[config.mk]
export PLATFORM = sky130hd
export DESIGN_NAME = sweep_ctrl
export DESIGN_NICKNAME = d
export VERILOG_FILES = /design/src/rtl/sweep_pkg.sv /design/src/rtl/updown_cnt_en.sv /design/src/rtl/sweep_ctrl.sv
export SDC_FILE = /design/constraint.sdc
export NUM_CORES = 1
export LEC_CHECK = 0
export BUFFER_PORTS_ARGS = -buffer_cell sky130_fd_sc_hd__buf_2
export CORE_MARGIN = 10
export CORE_UTILIZATION = 55
export CTS_BUF_LIST = sky130_fd_sc_hd__clkbuf_4
export CTS_CLUSTER_DIAMETER = 100
export DETAILED_ROUTE_END_ITERATION = 8
export PLACE_DENSITY_LB_ADDON = 0.08
export SLEW_MARGIN = 25
export SYNTH_ARGS = -nofsm -noshare
export SYNTH_HDL_FRONTEND = slang
export SYNTH_SLANG_ARGS = --single-unit
[constraint.sdc]
create_clock -name clk -period 6 [get_ports clk]
set_input_delay 1.2 -clock clk [delete_from_list [all_inputs] [get_ports clk]]
set_output_delay 1.2 -clock clk [all_outputs]
set_load 0.005 [all_outputs]
[src/rtl/sweep_pkg.sv]
// rtl/sweep_pkg.sv - shared state encoding and default widths for the sweep sequencer
package sweep_pkg;

   localparam int CW_DEF = 8;
   localparam int RW_DEF = 8;

   typedef enum logic [1:0] {
      IDLE = 2'd0,
      UP   = 2'd1,
      DOWN = 2'd2
   } sweep_state_t;

endpackage

[src/rtl/updown_cnt_en.sv]
// rtl/updown_cnt_en.sv - W-bit counter with synchronous load, enable and direction
module updown_cnt_en #(
   parameter int W = 8
) (
   input  logic         clk,
   input  logic         resetn,
   input  logic         i_load,
   input  logic [W-1:0] i_load_val,
   input  logic         i_en,
   input  logic         i_up,
   output logic [W-1:0] o_q
);

   logic [W-1:0] r_q;

   // Load has priority over counting so a new sweep always starts from lo.
   always_ff @(posedge clk or negedge resetn) begin
      if (!resetn) begin
         r_q <= '0;
      end else if (i_load) begin
         r_q <= i_load_val;
      end else if (i_en) begin
         r_q <= i_up ? (r_q + W'(1)) : (r_q - W'(1));
      end
   end

   assign o_q = r_q;

endmodule

[src/rtl/sweep_ctrl.sv]
// rtl/sweep_ctrl.sv - triangle-sweep sequencer between lo/hi limits for a set number of periods
module sweep_ctrl
   import sweep_pkg::*;
#(
   parameter int CW = CW_DEF,
   parameter int RW = RW_DEF
) (
   input  logic          clk,
   input  logic          resetn,
   input  logic          start,
   input  logic          abort,
   input  logic [CW-1:0] lo,
   input  logic [CW-1:0] hi,
   input  logic [RW-1:0] reps,
   output logic [CW-1:0] c_out,
   output logic          dir,
   output logic          busy,
   output logic          done,
   output logic          err
);

   sweep_state_t  r_state, w_state_nx;
   logic [CW-1:0] r_lo, r_hi, w_lo_nx, w_hi_nx;
   logic [RW-1:0] r_reps, r_rep_cnt, w_reps_nx, w_rep_cnt_nx;
   logic          r_dir, r_busy, r_done, r_err;
   logic          w_dir_nx, w_busy_nx, w_done_nx, w_err_nx;
   logic          w_load, w_en, w_up;
   logic [CW-1:0] w_cnt;
   logic [CW-1:0] w_c_inc, w_c_dec;
   logic [RW-1:0] w_rep_inc;

   assign w_c_inc   = w_cnt + CW'(1);
   assign w_c_dec   = w_cnt - CW'(1);
   assign w_rep_inc = r_rep_cnt + RW'(1);

   updown_cnt_en #(.W(CW)) u_cnt (
      .clk        (clk),
      .resetn     (resetn),
      .i_load     (w_load),
      .i_load_val (lo),
      .i_en       (w_en),
      .i_up       (w_up),
      .o_q        (w_cnt)
   );

   always_ff @(posedge clk or negedge resetn) begin
      if (!resetn) begin
         r_state   <= IDLE;
         r_lo      <= '0;
         r_hi      <= '0;
         r_reps    <= '0;
         r_rep_cnt <= '0;
         r_dir     <= 1'b1;
         r_busy    <= 1'b0;
         r_done    <= 1'b0;
         r_err     <= 1'b0;
      end else begin
         r_state   <= w_state_nx;
         r_lo      <= w_lo_nx;
         r_hi      <= w_hi_nx;
         r_reps    <= w_reps_nx;
         r_rep_cnt <= w_rep_cnt_nx;
         r_dir     <= w_dir_nx;
         r_busy    <= w_busy_nx;
         r_done    <= w_done_nx;
         r_err     <= w_err_nx;
      end
   end

   always_comb begin
      w_state_nx   = r_state;
      w_lo_nx      = r_lo;
      w_hi_nx      = r_hi;
      w_reps_nx    = r_reps;
      w_rep_cnt_nx = r_rep_cnt;
      w_dir_nx     = r_dir;
      w_busy_nx    = r_busy;
      w_done_nx    = 1'b0;
      w_err_nx     = 1'b0;
      w_load       = 1'b0;
      w_en         = 1'b0;
      w_up         = 1'b1;

      case (r_state)
         IDLE: begin
            // abort outranks start, so a rejected start under abort raises no err either
            if (start && !abort) begin
               if (lo < hi) begin
                  w_lo_nx      = lo;
                  w_hi_nx      = hi;
                  w_reps_nx    = reps;
                  w_rep_cnt_nx = '0;
                  w_load       = 1'b1;
                  w_dir_nx     = 1'b1;
                  w_busy_nx    = 1'b1;
                  w_state_nx   = UP;
               end else begin
                  w_err_nx = 1'b1;
               end
            end
         end
         UP: begin
            if (abort) begin
               w_state_nx = IDLE;
               w_busy_nx  = 1'b0;
               w_dir_nx   = 1'b1;
            end else begin
               w_en = 1'b1;
               w_up = 1'b1;
               if (w_c_inc == r_hi) begin
                  w_dir_nx   = 1'b0;
                  w_state_nx = DOWN;
               end
            end
         end
         DOWN: begin
            if (abort) begin
               w_state_nx = IDLE;
               w_busy_nx  = 1'b0;
               w_dir_nx   = 1'b1;
            end else begin
               w_en = 1'b1;
               w_up = 1'b0;
               if (w_c_dec == r_lo) begin
                  w_rep_cnt_nx = w_rep_inc;
                  w_dir_nx     = 1'b1;
                  // reps of zero never matches here, giving continuous mode
                  if ((r_reps != '0) && (w_rep_inc == r_reps)) begin
                     w_state_nx = IDLE;
                     w_busy_nx  = 1'b0;
                     w_done_nx  = 1'b1;
                  end else begin
                     w_state_nx = UP;
                  end
               end
            end
         end
         default: begin
            w_state_nx = IDLE;
            w_busy_nx  = 1'b0;
            w_dir_nx   = 1'b1;
         end
      endcase
   end

   assign c_out = w_cnt;
   assign dir   = r_dir;
   assign busy  = r_busy;
   assign done  = r_done;
   assign err   = r_err;

endmodule

# --- After elaboration in Yosys (flattened, before gate mapping) ---
# Index checks and enable logic that the tools add are counted.
totals:
  regBits: 46
  input_bits: 28
op_classes:
  add_sub_neg: 3
  n_lt_le_gt_ge: 1
  eq_ne: 13
  muxes: 42
  reduce_logical: 12
op_table:
  columns: ["cell", "n"]
  rows:
  - ["2-to-1 mux 8 bit", 7]
  - ["2-to-1 mux 1 bit", 25]
  - ["== test 8 bit", 3]
  - ["adder 8 x 1 -> 8 bit, second input constant", 2]
  - ["case mux 8 bit (2 select lines)", 1]
  - ["2-to-1 mux 2 bit", 6]
  - ["inequality test 2 bit, second input constant", 5]
  - ["AND reduction 5 bit", 2]
  - ["inequality test 3 bit, second input constant", 3]
  - ["less-than comparator 8 bit", 1]
  - ["nonzero test 8 bit", 1]
  - ["subtractor 8 x 1 -> 8 bit, second input constant", 1]
  - ["case mux 1 bit (3 select lines)", 2]
  - ["case mux 2 bit (3 select lines)", 1]
  - ["AND reduction 4 bit", 1]
  - ["nonzero test 2 bit", 2]
  - ["AND reduction 3 bit", 1]
  - ["== test 2 x 1 -> 1 bit, second input constant", 1]
  - ["== test 2 bit, second input constant", 1]
  - ["logical AND 1 bit", 2]
  - ["zero test 2 bit", 1]
  - ["OR reduction 2 bit", 1]
  - ["zero test 1 bit", 1]

# --- Logic depth before layout (Yosys ltp) ---
# Gate-level depths: netlist of the first run.
depth:
  ltp_word: 7
  ltp_mapped: 11
  depth_no_buf: 8

# --- Cells and area by module ---
# A second synthesis of the first run with hierarchy kept.
unflattened:
  cells_unflattened: 343
  hier_area_um2: 3338.2
modules_own_cells:
  columns: ["module", "instances", "cells_per_inst", "area_each_um2"]
  rows:
  - ["sweep_ctrl", 1, 268, 2671.3]
  - ["updown_cnt_en", 1, 75, 666.9]

# --- Least setup slack after synthesis of the first run ---
# OpenSTA, ideal clock, no wires.
synth_path:
  kind: "input -> register"
  startpoint: "input port hi[6]"
  endpoint: "register r_state[1]"
  arrival_time_ps: 3230
  required_time_ps: 5878
  path_slack_ps: 2648
  stages: 9
  n_path_buf: 1
  cell_sequence: "inv_1 > ha_1 > or4b_2 > a211oi_1 > o21a_1 > nand3b_1 > clkbuf_1 > o221ai_1 > a32o_1"
synth_via:
  elab_chain_cells: 3
synth_rtl:
  columns: ["element", "line", "source"]
  rows:
  - ["start: declaration", "sweep_ctrl.sv:13", "input logic [CW-1:0] hi,"]
  - ["less-than comparator 8 bit", "sweep_ctrl.sv:88", "if (lo < hi) begin"]
  - ["inequality test 2 bit (no line)", null, null]
  - ["AND reduction 4 bit (no line)", null, null]
  - ["end signal: assignment", "sweep_ctrl.sv:58", "r_state <= w_state_nx;"]
  - ["end: declaration", "sweep_ctrl.sv:22", "sweep_state_t r_state, w_state_nx;"]
# Every way passes these cells.
# A chain may end at the register's enable or synchronous reset.

# --- Worst setup path after layout of the first run ---
layout_path:
  startpoint: "input port lo[6]"
  endpoint: "register r_rep_cnt[7]"
layout_via:
  elab_chain_cells: 3
layout_rtl:
  columns: ["element", "line", "source"]
  rows:
  - ["start: declaration", "sweep_ctrl.sv:12", "input logic [CW-1:0] lo,"]
  - ["less-than comparator 8 bit", "sweep_ctrl.sv:88", null]
  - ["inequality test 2 bit (no line)", null, null]
  - ["AND reduction 5 bit (no line)", null, null]
  - ["end signal: assignment", "sweep_ctrl.sv:62", "r_rep_cnt <= w_rep_cnt_nx;"]
  - ["end: declaration", "sweep_ctrl.sv:24", "logic [RW-1:0] r_reps, r_rep_cnt, w_reps_nx, w_rep_cnt_nx;"]
# Every way passes these cells.

==> flow_metrics.py, run 1 <==
metrics = {
    "hold_path": {
        "whs_path_depth": 2,
        "min_path_type": "reg -> reg",
    },
    "yosys": {
        "synth-main-ff-cell": "dfrtp_1",
        "postSynthAreaPerCell_um2": 9.25,
        "synth_simple_gate_area_share": 0.192,
        "synthAdderAreaFrac": 0.0543,
        "synth_edf_count": 0,
        "syn_inst": 349,
        "yosys.area_share.xor_xnor": 0.0895,
        "synth_compound_area_frac": 0.180,
        "yosysWarnings": 0,
        "synth_top_area_frac": 0.349,
        "ys_seq_area_frac": 0.357,
        "synth_nets": 391,
        "synth_top_family_by_area": "simple AND/OR/NAND/NOR gates",
        "synthArstFlopShare": 1.00,
        "yosysUniqueCellTypes": 66,
        "synth_area_leader_cell": "dfrtp_1",
        "syn_area_um2": 3230,
        "synthMuxAreaShare": 0.0756,
        "ys_ff_latch": 46,
        "ys_top_cells_by_area": "dfrtp_1, mux2_2, ha_1, xnor2_1, o21ai_0",
    },
    "cts": {
        "cts.sinks": 46,
        "h-tree-depth": 2,
        "cts_resized": 0,
        "clk_pin_slew_worst_paths_ps": 150,
        "ctsHoldBuffers": 0,
        "post-cts-setup-buffers": 0,
        "numCtsBuffers": 5,
        "cts-root-buf": "clkbuf_4",
        "worstSkewPairLatency_ps": 360,
        "clockBufferDepth": 2,
        "cts_tree": "yes",
    },
    "pwr": {
        "irDropWorstVdd_mv": 0.251,
        "p_leak_nw": 1.57,
        "p_per_area_nw_per_um2": 410,
    },
    "drt": {
        "wl_um": 7370,
        "drt-initial-drc-count": 282,
        "drc": 0,
        "viasPerCell": 5.98,
        "num_vias": 2668,
        "wl_per_cell_um": 16.5,
        "drt_first_pass_iters": 4,
        "ant_nets": 0,
    },
    "critical_path": {
        "startpoint_type": "input pin",
        "required_ps": 6300,
        "cp-end-kind": "flop",
        "reg2regPathDepth": 8,
        "worstPathMaxFanout": 13,
        "crit_arrival_ps": 3660,
        "worst-setup-path-type": "in -> reg",
    },
    "placed_design": {
        "place_area_um2": 3430,
        "place.gp.congestion": 0.889,
        "hpwlAfterDp_um": 5620,
        "dp_worst_setup_slack_ps": 2270,
        "port_buffers": 39,
    },
    "finish": {
        "nFillCells": 501,
        "final_util": 0.623,
        "antennaDiodeCount": 0,
        "fin_area_um2": 3490,
        "drive_above_1_share": 0.227,
        "area_growth_pct": 8.18,
        "layout.nets": 415,
    },
    "global_route": {
        "antenna_found_initial": 0,
        "first_global_vias": 2571,
        "grt_usage": 0.157,
        "grt_pass1_wl_um": 12800,
        "grt_overflow": 0,
        "grt_max_degree": 47,
    },
    "run": {
        "max-cap-violations": 0,
    },
    "timing": {
        "finalCritPeriodShare": 0.559,
        "tightest_slew_ps": 730,
        "holdWs_ps": 539,
        "relSlewSlack": 0.509,
        "hold_viol": 0,
        "fin_ws_ps": 2640,
        "slew_viol_final": 0,
        "skew_ps": 11.0,
        "setup_violations": 0,
        "finalCriticalPeriod_ps": 3360,
        "fin_tns_setup_ps": 0,
        "rsz0062_at_grt": "no",
        "fmax_mhz": 298,
    },
    "floorplan": {
        "initial_core_util": 0.576,
        "ios": 40,
        "die_area_um2": 9330,
        "die_h_um": 96.6,
        "rows": 27,
        "core_um2": 5610,
        "fp.dieW_um": 96.6,
    },
    "status": {
        "status": "complete, no violations",
    },
}
critical path, cell delays in order:
cell      delay [ps]
buf_2            110
ha_1             210
or4b_2           660
a211oi_1         220
o21a_1           220
nand3b_1         430
or4b_4           530
o211ai_2          70
sequential cells by signal, indices dropped and copies added, names as in the netlist:
name and count:
dir 1, err 1, u_cnt.o_q 8, r_reps 8, r_rep_cnt 8, done 1
r_lo 8, r_state 2, r_hi 8, busy 1
synthesized netlist by cell type, types with 3 or more instances:
cell type,n
mux2_2,19
a21o_1,6
xnor2_1,19
nand2b_1,6
nor3_1,3
nand2_1,14
or3_1,3
a31o_2,3
dfrtp_1,45
a31oi_1,6
nor2_1,24
nand3b_1,3
nand3_1,10
nor4_1,3
o21ai_0,25
nor2b_1,4
clkbuf_1,18
mux2i_1,3
nand4_1,4
o211ai_1,6
inv_1,18
buf_2,4
xor2_1,14
and3_1,8
a21oi_1,16
ha_1,14
cells by family after synthesis:
family | after synthesis
and+or+nand+nor | 106
AOI/OAI and AO/OA | 87
DFF | 46
buffers and inverters | 41
xor gates and xnor gates | 33
muxes | 22
adders and majority gates | 14
final timing paths:
check | from | end | slack (ps)
max in group asynchronous | resetn | u_cnt.o_q[0] | 4780
max | lo[6] | r_rep_cnt[7] | 2640
min reg2reg | r_hi[1] | r_hi[1] | 540
min in group asynchronous | resetn | r_state[1] | 810
max reg2reg | u_cnt.o_q[0] | r_rep_cnt[5] | 2930
min | r_hi[1] | r_hi[1] | 540
layout by cell type (no fill, tap or decap), types with 8 or more instances in the layout:
cell and instances:
dfrtp_1 45, nand3_1 10, nand2_1 14, nor2_1 24
ha_1 14, o21ai_0 24, xnor2_1 19, inv_1 18
a21oi_1 16, and3_1 8, xor2_1 14, buf_2 38
mux2_2 19
where the power goes:
part           switching, mW  total (mW)  internal [mW]
clock network          0.105       0.152         0.0461
logic                  0.327       0.671          0.344
registers              0.183       0.610          0.426
total                  0.616        1.43          0.817
routing by layer:
metal  global-route usage  vias up  part of all wire
met2                0.222       75              0.40
met3               0.0390        7             0.067
li1                     -     1317                 -
met5                    0        -                 0
met4               0.0361        0             0.010
met1                0.231     1269              0.52
layout make-up:
| type | count | area (um^2) | area share |
|---|---|---|---|
| clock inverters | 3 | 18.8 | 0.00537 |
| repair buffers | 40 | 205 | 0.0588 |
| multi-input cells | 262 | 1920 | 0.550 |
| clock buffers | 5 | 37.5 | 0.0107 |
| well taps | 72 | 90.1 | 0.0258 |
| flip-flops and latches | 46 | 1150 | 0.330 |
| inverters | 18 | 67.6 | 0.0193 |
metrics by stage:
| stage | std cells | power, mW |
|---|---|---|
| detailed placement | 438 | 1.28 |
| global route | 446 | 1.57 |
| global placement | 438 | 1.26 |
| finish | 446 | 1.43 |
| floorplan | 349 | 1.10 |
| CTS | 446 | 1.44 |
(Power assumes the default switching activity.)
==> run 2: changes to the inputs <==
--- a/config.mk
+++ b/config.mk
@@ -5,9 +5,10 @@
 export SDC_FILE = /design/constraint.sdc
 export NUM_CORES = 1
 export LEC_CHECK = 0
+export ABC_AREA = 1
 export BUFFER_PORTS_ARGS = -buffer_cell sky130_fd_sc_hd__buf_2
 export CORE_MARGIN = 10
-export CORE_UTILIZATION = 55
+export CORE_UTILIZATION = 54
 export CTS_BUF_LIST = sky130_fd_sc_hd__clkbuf_4
 export CTS_CLUSTER_DIAMETER = 100
 export DETAILED_ROUTE_END_ITERATION = 8
==> constraint.sdc (replaced) <==
create_clock -name clk -period 2.8 [get_ports clk]
set_input_delay 0.56 -clock clk [delete_from_list [all_inputs] [get_ports clk]]
set_output_delay 0.56 -clock clk [all_outputs]
set_load 0.005 [all_outputs]
==> flow_metrics.py, run 2 <==
metrics = {
    "finish": {
        "antennaDiodeCount": 0,
        "layout.nets": 532,
        "drive_above_1_share": 0.134,
        "layout_commonest_cell": "nand2_1",
        "final_cell_mix": "nand2_1, inv_1, dfrtp_1",
        "fin_area_um2": 3480,
        "area_growth_pct": 11.4,
        "instances_no_fill": 563,
    },
    "drt": {
        "wl_per_cell_um": 14.0,
        "drc": 0,
        "drt-initial-drc-count": 215,
        "viasPerCell": 5.28,
        "wl_um": 7870,
        "num_vias": 2972,
        "ant_nets": 0,
        "drt_first_pass_iters": 4,
    },
    "placed_design": {
        "place_area_um2": 3380,
        "place_inst": 555,
        "port_buffers": 39,
        "place.gp.congestion": 0.889,
        "hpwlAfterDp_um": 6100,
    },
    "timing": {
        "fin_tns_setup_ps": 0,
        "rsz0062_at_grt": "no",
        "setup_violations": 0,
        "finalCritPeriodShare": 0.849,
        "tightest_slew_ps": 591,
        "slew_viol_final": 0,
        "relSlewSlack": 0.606,
        "finalCriticalPeriod_ps": 2380,
        "fmax_mhz": 420,
        "skew_ps": 4.25,
        "hold_viol": 0,
    },
    "yosys": {
        "synth-main-ff-cell": "dfrtp_1",
        "syn_area_um2": 3130,
        "yosysUniqueCellTypes": 30,
        "synth_area_leader_cell": "dfrtp_1",
        "postSynthAreaPerCell_um2": 6.94,
        "ys_top_cells_by_area": "dfrtp_1, nand2_1, inv_1, nand3_1, ha_1",
        "synth.most_common_cell": "nand2_1",
        "synth_top_area_frac": 0.360,
        "ys_ff_latch": 46,
        "synth_common_cells": "nand2_1, inv_1, dfrtp_1, nor2_1, nand3_1",
        "synth_nets": 493,
        "synth_edf_count": 0,
        "yosysWarnings": 0,
        "ys_seq_area_frac": 0.368,
        "synthArstFlopShare": 1.00,
        "syn_inst": 451,
    },
    "critical_path": {
        "worstPathMaxFanout": 9,
        "cp-end-kind": "flop",
        "worst-setup-path-type": "reg -> reg",
        "reg2reg_slack_ps": 420,
        "required_ps": 3070,
        "startpoint_type": "flop",
        "crit_arrival_ps": 2650,
    },
    "cts": {
        "cts-root-buf": "clkbuf_4",
        "clockBufferDepth": 2,
        "post-cts-setup-buffers": 0,
        "clk_pin_slew_worst_paths_ps": 140,
        "h-tree-depth": 2,
        "worstSkewPairLatency_ps": 370,
        "ctsHoldBuffers": 0,
        "cts.sinks": 46,
        "cts_tree": "yes",
        "numCtsBuffers": 5,
        "cts_resized": 0,
    },
    "global_route": {
        "grt_overflow": 0,
        "grt_max_degree": 29,
        "grt_pass1_wl_um": 13100,
        "first_global_vias": 2776,
        "grt_usage": 0.179,
        "antenna_found_initial": 0,
    },
    "pwr": {
        "irDropWorstVdd_mv": 0.442,
        "finalPower_mw": 3.36,
        "p_per_area_nw_per_um2": 963,
        "p_leak_nw": 1.85,
    },
    "hold_path": {
        "min_path_type": "in -> async",
    },
    "floorplan": {
        "rows": 27,
        "die_area_um2": 9240,
        "die_h_um": 96.1,
        "initial_core_util": 0.561,
        "core_um2": 5570,
        "fp.dieW_um": 96.1,
        "ios": 40,
    },
    "status": {
        "status": "complete, no violations",
    },
    "run": {
        "max-cap-violations": 0,
    },
}
run 2: cell count changes in the layout (fill, tap and decap cells not counted), moves of 6 or more:
| cell | before | now |
|---|---|---|
| xnor2_1 | 19 | 5 |
| mux2_2 | 19 | 0 |
| nand2b_1 | 6 | 0 |
| nor2_1 | 24 | 44 |
| nand2_1 | 14 | 150 |
| and3_1 | 8 | 0 |
| o21ai_0 | 24 | 34 |
| a21oi_1 | 16 | 8 |
| inv_1 | 18 | 51 |
| o211ai_1 | 6 | 0 |
| xor2_1 | 14 | 6 |
| a21o_1 | 6 | 0 |
| nand3_1 | 10 | 36 |
run 2: per-stage QoR:
stage	hold WS, ps	setup WS, ps	util
6_report	170	422	0.625
5_1_grt	187	169	0.625
4_1_cts	188	432	0.625
3_5_place_dp	465	241	0.607
3_3_place_gp	459	384	0.607
2_1_floorplan	264	717	-
run 2: final timing paths:
kind	endpoint	cells after the start	from
worst min register to register	dir	2	dir
min in group clk	r_reps[2]	3	reps[2]
worst max register to register	r_rep_cnt[3]	13	u_cnt.o_q[0]
max in group asynchronous	dir	2	resetn
worst max-delay path	r_rep_cnt[3]	13	u_cnt.o_q[0]
worst min-delay path	u_cnt.o_q[0]	1	resetn
run 2: layout make-up:
cell class                 count  area [um^2]
inverter                      54          203
fill                         527         2090
multi-input combinational    339         1710
clock buffer                   5         37.5
sequential                    46         1150
clock inverter                 3         63.8
timing repair buffer          44          233
tap                           72         90.1
run 2: routing by layer:
metal / global-route usage / up-vias / share of wire
met4: 0.0442 / 0 / 0.0095
met2: 0.269 / 92 / 0.43
met5: 0 / - / 0
li1: - / 1518 / -
met3: 0.0389 / 9 / 0.070
met1: 0.254 / 1353 / 0.49
run 2: logic make-up after synthesis:
family,count (synthesis),share of synthesized area
and+or+nand+nor,260,0.364
buffers and inverters,66,0.0864
AOI/OAI and AO/OA,54,0.0944
DFF,46,0.368
adders and majority gates,14,0.0560
xor gates and xnor gates,11,0.0308
run 2: report_power, final:
| group | switching (mW) | internal, mW |
|---|---|---|
| clock network | 0.234 | 0.275 |
| registers | 0.272 | 0.919 |
| logic | 1.04 | 0.622 |
run 2: worst max-delay path: stages, from the launching register on:
cell and delay [ps]:
dfrtp_1 410, inv_2 160, ha_1 260, inv_1 100, nor2_1 160, nand4_1 180, nand3_1 130, nand2_1 70
nor2_2 100, nand3_2 130, o21ai_4 290, nand2_4 140, nand2_1 100, nand2_1 60
